$ cat src/rtl/seq_compare_ctrl.sv
// seq_compare_ctrl
//   Sequential unsigned 8-bit magnitude comparator. A single 3-bit compare
//   slice is reused across cycles, MSB-first:
//     S1: A[7:5] vs B[7:5]
//     S2: A[4:2] vs B[4:2]
//     S3: {0,A[1:0]} vs {0,B[1:0]}
//   With EARLY_EXIT=1 the compare ends at the first unequal slice. With
//   EARLY_EXIT=0 all three slices are always visited, giving constant latency.
//
// Parameters
//   EARLY_EXIT  1: stop at first unequal slice, 0: always visit S1..S3
// Ports
//   clk     rising-edge clock for all state
//   rst     synchronous active-high reset; aborts any compare in flight
//   start   compare request, only honoured in IDLE
//   A, B    operands, captured on the accepting edge
//   busy    high in S1, S2, S3
//   done    one-cycle pulse in DONE; result outputs are valid
//   A_gt_B, A_eq_B, A_lt_B
//           latched result, updated on the edge entering DONE
module seq_compare_ctrl #(
    parameter int unsigned EARLY_EXIT = 1
) (
    input  logic       clk,
    input  logic       rst,
    input  logic       start,
    input  logic [7:0] A,
    input  logic [7:0] B,
    output logic       busy,
    output logic       done,
    output logic       A_gt_B,
    output logic       A_eq_B,
    output logic       A_lt_B
);

    typedef enum logic [2:0] {
        IDLE,
        S1,
        S2,
        S3,
        DONE
    } state_t;

    state_t     state;
    state_t     state_nx;

    logic [7:0] a_r;
    logic [7:0] b_r;

    // Shared 3-bit compare slice
    logic [2:0] sl_a;
    logic [2:0] sl_b;
    logic       sl_gt;
    logic       sl_lt;

    // First unequal verdict, only used when all slices are visited
    logic       dec;
    logic       dec_gt;

    logic       accept;
    logic       rec;
    logic       load_res;
    logic       res_gt;
    logic       res_lt;

    assign accept = (state == IDLE) && start;

    always_comb begin
        sl_a = '0;
        sl_b = '0;
        case (state)
            S1: begin
                sl_a = a_r[7:5];
                sl_b = b_r[7:5];
            end
            S2: begin
                sl_a = a_r[4:2];
                sl_b = b_r[4:2];
            end
            S3: begin
                sl_a = {1'b0, a_r[1:0]};
                sl_b = {1'b0, b_r[1:0]};
            end
            default: begin
                sl_a = '0;
                sl_b = '0;
            end
        endcase
    end

    assign sl_gt = (sl_a > sl_b);
    assign sl_lt = (sl_a < sl_b);

    always_ff @(posedge clk) begin
        if (rst) begin
            state <= IDLE;
        end else begin
            state <= state_nx;
        end
    end

    always_comb begin
        state_nx = state;
        busy     = 1'b0;
        done     = 1'b0;
        rec      = 1'b0;
        load_res = 1'b0;
        res_gt   = 1'b0;
        res_lt   = 1'b0;
        case (state)
            IDLE: begin
                if (start) begin
                    state_nx = S1;
                end
            end
            S1, S2: begin
                busy     = 1'b1;
                state_nx = (state == S1) ? S2 : S3;
                if (sl_gt || sl_lt) begin
                    if (EARLY_EXIT != 0) begin
                        load_res = 1'b1;
                        res_gt   = sl_gt;
                        res_lt   = sl_lt;
                        state_nx = DONE;
                    end else begin
                        // only the most significant unequal slice decides
                        rec = !dec;
                    end
                end
            end
            S3: begin
                busy     = 1'b1;
                load_res = 1'b1;
                state_nx = DONE;
                if (dec) begin
                    res_gt = dec_gt;
                    res_lt = !dec_gt;
                end else begin
                    res_gt = sl_gt;
                    res_lt = sl_lt;
                end
            end
            DONE: begin
                done     = 1'b1;
                state_nx = IDLE;
            end
            default: begin
                state_nx = IDLE;
            end
        endcase
    end

    always_ff @(posedge clk) begin
        if (rst) begin
            a_r    <= '0;
            b_r    <= '0;
            dec    <= 1'b0;
            dec_gt <= 1'b0;
            A_gt_B <= 1'b0;
            A_eq_B <= 1'b0;
            A_lt_B <= 1'b0;
        end else begin
            if (accept) begin
                a_r <= A;
                b_r <= B;
                dec <= 1'b0;
            end
            if (rec) begin
                dec    <= 1'b1;
                dec_gt <= sl_gt;
            end
            if (load_res) begin
                A_gt_B <= res_gt;
                A_lt_B <= res_lt;
                A_eq_B <= !res_gt && !res_lt;
            end
        end
    end

endmodule

$ cat config.mk
export PLATFORM = sky130hd
export DESIGN_NAME = seq_compare_ctrl
export DESIGN_NICKNAME = d
export VERILOG_FILES = /design/src/rtl/seq_compare_ctrl.sv
export SDC_FILE = /design/constraint.sdc
export NUM_CORES = 1
export LEC_CHECK = 0
export CORE_MARGIN = 2
export CORE_UTILIZATION = 30
export CTS_CLUSTER_DIAMETER = 100
export DETAILED_ROUTE_END_ITERATION = 6
export GPL_TIMING_DRIVEN = 0
export SLEW_MARGIN = 0
export SYNTH_ARGS = -nofsm -noshare
export SYNTH_HDL_FRONTEND = slang
export SYNTH_SLANG_ARGS = --single-unit
$ cat constraint.sdc
create_clock -name clk -period 2.1 [get_ports clk]
set_input_delay 0.525 -clock clk [delete_from_list [all_inputs] [get_ports clk]]
set_output_delay 0.525 -clock clk [all_outputs]
set_load 0.03 [all_outputs]
Word level (Yosys, flattened, before mapping)
Index checks and enable logic that the tools add are counted. Widths: inputs -> output; s select.

Bits in registers: 22. Input port bits: 19. Output and inout port bits: 5. Word-level logic and storage cells: 35.

Reduce and logical (&&, ||, !) cells: 8. Equal/unequal tests: 5. Multiplexer cells: 14. Order comparisons: 2.

Operator list (number): $pmux 3 s3 (3); $eq 3x2->1 const B (2); $mux 1 (6); $mux 3 (2); $pmux 1 s2 (3); $eq 3x1->1 const B (1); $eq 3x3->1 const B (1); $gt 3x3->1 (1); $logic_not 3->1 (1); $lt 3x3->1 (1); $reduce_or 3->1 (1); $logic_and 1x1->1 (2); $logic_not 1->1 (2); $ne 2x2->1 const B (1); $reduce_or 2->1 (1); $logic_or 1x1->1 (1).

Longest topological paths before layout
Gate-level depths: netlist of run 1.

Depth in word-level cells: 8. Gate-level depth with buffers: 10.

Least setup slack after synthesis of run 1
No wires, ideal clock.

Path type: flip-flop to flip-flop. Start: register state[0]. End: register A_lt_B. Required time: 1.988 ns. Library setup time: 0.112 ns. Slack: -0.123 ns. Path buffers: 1. Arrival time: 2.111 ns. Stages on the path, launching flop included: 10. Period minus slack after synthesis: 2.223 ns. Cell sequence: dfxtp_1 -> buf_4 -> mux2_2 -> a21oi_1 -> nor2_1 -> ha_1 -> nor2b_1 -> o21ai_1 -> a21oi_1 -> a2111oi_1.

Longest elaborated chain between the ends: 6. Elaborated cells on any way between the ends: 13. Those cells by class: order compare (2); eq/ne (3); mux (6); reduce/logical (2).

RTL lines: start: declaration (RTL line 44) `state_t state;`; start signal: assignment (RTL line 98) `state <= state_nx;`; $eq 3x2->1 / $eq 3x1->1 (equally long branches) (RTL line 71, 110); $pmux 3 s3 (RTL line 71) `case (state)`; $gt 3x3->1 / $lt 3x3->1 (equally long branches) (RTL line 91, 92); $logic_or 1x1->1 (RTL line 119) `if (sl_gt || sl_lt) begin`; $mux 1 (RTL line 119); $pmux 1 s2 (RTL line 110) `case (state)`; end signal: assignment (RTL line 174) `A_lt_B <= res_lt;`; end: declaration (RTL line 33) `output logic A_lt_B`.

Several ways; a longest one is shown, not always the timed one. A chain may end at the register's enable or synchronous reset.

Worst setup path after layout of run 1
Same ends and word-level chain as after synthesis.

==> impl_metrics.yaml, run 1 <==
timing:
  clock_skew_ps: 10.27
  slew_viol_final: 0
  rsz0062_at_grt: "true"
  setup_slack_ps: -70.83
  timing.hold.ws_ps: 468.0
  tightest_slew_ps: 491.6
  finalCritPeriodShare: 1.034
  relSlewSlack: 0.6723
  setup_viol: 5
  hold_viol_final: 0
  period_minus_slack_ps: 2171
  max_freq_mhz: 460.7
die:
  design.core.area_sq_um: 3390
  placementRows: 21
  die_h_um: 63.72
  ioPinCount: 24
  start_util: 0.3156
  die_w_um: 63.72
  dieArea_sq_um: 4060
routing:
  routed_via_density: 4.767
  wl_met2_mm: 1.368
  drt_iter0_drc: 28
  drc: 0
  drt-pass1-iter-count: 5
  wl_met1_mm: 1.176
  wire_per_inst_um: 12.20
  top_layer: "met3"
  routed_wl_mm: 2.672
  vias: 1044
  ant_nets: 0
  met3_length_um: 127
global_route:
  grt_overflow: 0
  grt_pass1_vias: 1057
  antenna_found_initial: 0
  grt_pass1_wl_mm: 4.623
  grt_max_degree: 13
  grt_usage: 0.1409
synth:
  synth_nets: 157
  synth_seq_cells: 22
  synth.avg_cell_area_sq_um: 7.924
  ys_seq_area_frac: 0.4117
  synth.cell_area_sq_um: 1070
  syn-instance-count: 135
  yosys_most_used_dff: "dfxtp_1"
  yosysUniqueCellTypes: 33
  synth_async_sr_flop_share: 0
  synth_edf_count: 0
  yosys_warnings: 0
power:
  p_per_area_nw_per_um2: 876.6
  vdd_drop_max_v: 0.0004275
  power_leakage_nw: 0.6153
place:
  gp_congestion: 0.7551
  place_area_sq_um: 1376
  placement.io_buffers: 23
  dp_slack_ps: -265.5
  dp_hpwl_mm: 1.796
status:
  violations: "setup timing"
  outcome: "complete, but fails checks"
finish:
  fillers: 332
  syn_to_final_growth_pct: 48.77
  utilization: 0.4695
  stdcell_area_sq_um: 1592
  final_layout_size_suffix_gt1_frac: 0.2832
  num_antenna_cells: 0
  layout.nets: 196
critical_path:
  cp-startpoint: "state[0]"
  critPathMaxFanout: 5
  crit_arrival_ps: 2380
  crit_required_ps: 2310
  path_class: "flip-flop to flip-flop"
  start_kind: "flip-flop"
  end_kind: "flip-flop"
  r2r-start: "state[0]"
worst_hold_path:
  hold_class: "flip-flop to flip-flop"
  hp-start: "b_r[0]"
clocking:
  cts_sinks: 22
  cts_max_level: 1
  cts_buffers: 3
  cts_tree: "done"
  clk_pin_slew_ps: 120
  clk_latency_ps: 300
  cts_root_buf: "clkbuf_4"
  cts_buffer_depth: 2
job:
  cap_violations: 0
## cell families (layout without fill, tap and decap cells)
logic type / after synthesis / count (layout) / synth area share
buffers and inverters: 10 / 48 / 0.04912
adders and majority gates: 3 / 3 / 0.03509
muxes: 4 / 4 / 0.04210
and+or+nand+nor: 61 / 61 / 0.2690
DFF: 22 / 22 / 0.4117
AOI/OAI and AO/OA: 35 / 35 / 0.1930
## area by class of cell
type | count | area (sq um) | area share
plain buffers | 8 | 60.06 | 0.03774
inverters | 2 | 7.507 | 0.004717
well taps | 46 | 57.56 | 0.03616
multi-input cells | 103 | 680.7 | 0.4277
clock buffers | 4 | 26.28 | 0.01651
repair buffers | 34 | 310.3 | 0.1950
flip-flops and latches | 22 | 449.2 | 0.2822
## where the power goes
| part | switching (mW) | leakage, nW | internal, mW |
|---|---|---|---|
| clock | 0.123 | 0.0150 | 0.0740 |
| combinational | 0.334 | 0.418 | 0.327 |
| sequential | 0.0527 | 0.182 | 0.485 |
## cells in the final DEF (no fill, tap or decap), drive strengths merged, types with 2 or more instances in the layout
| cell type | Yosys | final |
|---|---|---|
| nand2 | 38 | 38 |
| dfxtp | 22 | 22 |
| a21oi | 22 | 22 |
| clkdlybuf4s50 | 0 | 21 |
| buf | 5 | 16 |
| nor2 | 9 | 9 |
| clkbuf | 3 | 8 |
| a22oi | 4 | 4 |
| mux2 | 4 | 4 |
| o21ai | 4 | 4 |
| nand2b | 3 | 3 |
| ha | 3 | 3 |
| nor2b | 2 | 2 |
| inv | 2 | 2 |
| or2 | 2 | 2 |
| a2111oi | 2 | 2 |
## stage by stage
stage               TNS, ps  instances  power (mW)
finish               -210.1        219       1.395
global route         -793.7        219       1.495
CTS                  -132.5        218       1.368
detailed placement   -640.3        204       1.032
global placement     -441.8        204       1.023
floorplan                 0        135      0.8833
## state kept, by name, summed over array words and instances (netlist names)
name	cells
a_r	8
b_r	8
state	3
A_eq_B	1
A_gt_B	1
A_lt_B	1
## critical path: stages (launching register included)
cell       delay, ps
dfxtp_4          390
buf_8            120
mux2_4           300
a21oi_2          150
nor2_1            60
ha_1             310
nor2b_4          140
o21ai_2          170
a21oi_2           80
a2111oi_2        350
## cell usage after synthesis, types with 2 or more instances
| library cell | count | area, sq um |
|---|---|---|
| nand2_1 | 38 | 142.6 |
| dfxtp_1 | 22 | 440.4 |
| a21oi_1 | 21 | 105.1 |
| nor2_1 | 9 | 33.78 |
| a22oi_1 | 4 | 30.03 |
| mux2_2 | 4 | 45.04 |
| buf_2 | 3 | 15.01 |
| clkbuf_1 | 3 | 11.26 |
| ha_1 | 3 | 37.54 |
| o21ai_0 | 3 | 15.01 |
| inv_1 | 2 | 7.510 |
| nand2b_1 | 2 | 12.51 |
## layer usage
layer | track usage | vias up
met3 | 0.04286 | 0
met5 | 0 | -
met4 | 0.02717 | 0
met1 | 0.1628 | 482
li1 | - | 536
met2 | 0.2553 | 26
## timing repair
item,4_1_cts,5_1_grt
resized for setup,25,7
pin swaps,6,2
setup endpoints to repair,8,6
hold buffers,0,0
buffers inserted,10,1
## worst paths after layout
kind	depth (start not counted)	end	slack [ps]
hold / removal	2	b_r[0]	470
setup / recovery	9	A_lt_B	-70
setup reg to reg	9	A_lt_B	-70
hold reg to reg	2	b_r[0]	470
(Power assumes the default switching activity.)
==> inputs of run 2 (changes only) <==
--- a/config.mk
+++ b/config.mk
@@ -5,6 +5,7 @@
 export SDC_FILE = /design/constraint.sdc
 export NUM_CORES = 1
 export LEC_CHECK = 0
+export CORE_ASPECT_RATIO = 2
 export CORE_MARGIN = 2
 export CORE_UTILIZATION = 30
 export CTS_CLUSTER_DIAMETER = 100
==> impl_metrics.yaml, run 2 (synthesis gave the netlist of run 1 again) <==
status:
  outcome: "complete, but fails checks"
  violations: "setup timing"
finish:
  num_antenna_cells: 0
  seqCellArea_sq_um: 449.2
  multi_input_comb_area_sq_um: 719.4
  finalNonFillerCells: 218
  layout_common_cells: "nand2_1, clkdlybuf4s50_1, dfxtp_1, a21oi_1, buf_4"
  top_regs: "a_r: 8 flops, b_r: 8 flops, state: 3 flops"
  syn_to_final_growth_pct: 52.87
  final_layout_size_suffix_gt1_frac: 0.2941
  final_common_cell: "nand2_1"
  utilization: 0.4788
  fillers: 313
  layout.nets: 193
critical_path:
  start_kind: "flip-flop"
  max_stage_delay_ps: 360
  critPathSlowestCell: "dfxtp_4"
  path_class: "flip-flop to flip-flop"
  ff2ff_path_depth: 9
  r2r_end: "A_lt_B"
  critPathMaxFanout: 4
  reg2reg_slack_ps: -8
  crit_arrival_ps: 2270
  end_kind: "flip-flop"
  crit_required_ps: 2270
  crit_chain: "buf_6 > and2b_2 > a22oi_2 > or2_4 > ha_4 > nand3_4 > a21oi_4 > o21ai_2 > a2111oi_2"
  r2r-start: "state[1]"
place:
  dp_slack_ps: -303.3
  gp_congestion: 0.7643
  dp_hpwl_mm: 2.032
  placement.io_buffers: 23
  place_inst: 206
timing:
  tightest_slew_ps: 491.7
  period_minus_slack_ps: 2108
  hold_viol_final: 0
  relSlewSlack: 0.6722
  rsz0062_at_grt: "true"
  finalCritPeriodShare: 1.004
  timing.hold.ws_ps: 458.6
  setup_slack_ps: -8.024
  max_freq_mhz: 474.4
  slew_viol_final: 0
  setup_viol: 1
  clock_skew_ps: 3.186
clocking:
  cts_max_level: 1
  cts_buffers: 3
  cts_root_buf: "clkbuf_8"
  clk_latency_ps: 270
  clk_pin_slew_ps: 80
  cts_tree: "done"
  cts_sinks: 22
  cts_buffer_depth: 2
die:
  ioPinCount: 24
  dieArea_sq_um: 4089
  placementRows: 30
  die_w_um: 46.23
  die_h_um: 88.45
  design.core.area_sq_um: 3416
  start_util: 0.3132
global_route:
  grt_pass1_vias: 1052
  grt_overflow: 0
  antenna_found_initial: 0
  grt_max_degree: 13
  grt_pass1_wl_mm: 4.422
  grt_usage: 0.1510
routing:
  ant_nets: 0
  drt_iter0_drc: 26
  routed_wl_mm: 2.758
  drt-pass1-iter-count: 4
  routed_via_density: 4.697
  wire_per_inst_um: 12.65
  vias: 1024
  drc: 0
worst_hold_path:
  min_path_cells: 2
  hp-start: "b_r[0]"
  min_to: "b_r[0]"
  hold_class: "flip-flop to flip-flop"
power:
  vdd_drop_max_v: 0.0004614
  power_leakage_nw: 0.6119
  p_per_area_nw_per_um2: 923.5
  p_total_mw: 1.510
job:
  cap_violations: 0
## run 2: cell count changes in the layout (fill, tap and decap cells not counted), moves of 2 or more
cell,previous run,this run
clkbuf_8,0,4
a22oi_2,1,4
clkbuf_4,3,0
ha_1,2,0
ha_4,1,3
a22oi_1,3,0
buf_4,10,8
## run 2: critical path, delay by kind of cell (launching register included)
kind            cells  cell delay, ps
simple gates        3             570
compound gates      4             680
fa+ha+maj           1             280
flops               1             360
buf+inv             1             120
## run 2: worst max path at each step
stage,cells past startpoint,startpoint,endpoint,slack [ps]
2_1_floorplan,9,state[0],A_lt_B,10
3_3_place_gp,9,state[0],A_lt_B,-280
3_5_place_dp,9,state[0],A_lt_B,-300
4_1_cts,9,state[0],A_lt_B,-70
5_1_grt,9,state[1],A_lt_B,-110
6_report,9,state[1],A_lt_B,-8
## run 2: through the flow
stage          TNS (ps)  instance area, sq um
2_1_floorplan         0                  1089
3_3_place_gp     -732.3                  1379
3_5_place_dp     -926.7                  1379
4_1_cts          -133.0                  1562
5_1_grt          -134.6                  1635
6_report         -8.024                  1635
## run 2: layout make-up
type                            count  area share
Multi-Input combinational cell    103      0.4399
Timing Repair Buffer               31      0.1737
Sequential cell                    22      0.2747
Tap cell                           48     0.03673
Buffer                              8     0.03673
Clock buffer                        4     0.03366
Inverter                            2    0.004591
## run 2: timing repair
| action | in CTS | in global routing |
|---|---|---|
| hold buffers | 0 | 0 |
| buffers inserted | 8 | 1 |
| gates cloned | 0 | 0 |
| gates resized for setup | 19 | 16 |
| setup endpoints to repair | 8 | 7 |
| pin swaps | 7 | 10 |
## run 2: routing by layer
layer,share of wire,track usage,up-vias
li1,-,-,527
met5,0,0,-
met4,0.024,0.08052,0
met1,0.35,0.1324,472
met3,0.030,0.02449,5
met2,0.60,0.2955,20
## run 2: report_power, final
part / leakage [nW] / internal (mW) / switching, mW
Combinational: 0.401 / 0.324 / 0.342
Sequential: 0.182 / 0.485 / 0.0513
Clock: 0.0288 / 0.168 / 0.140
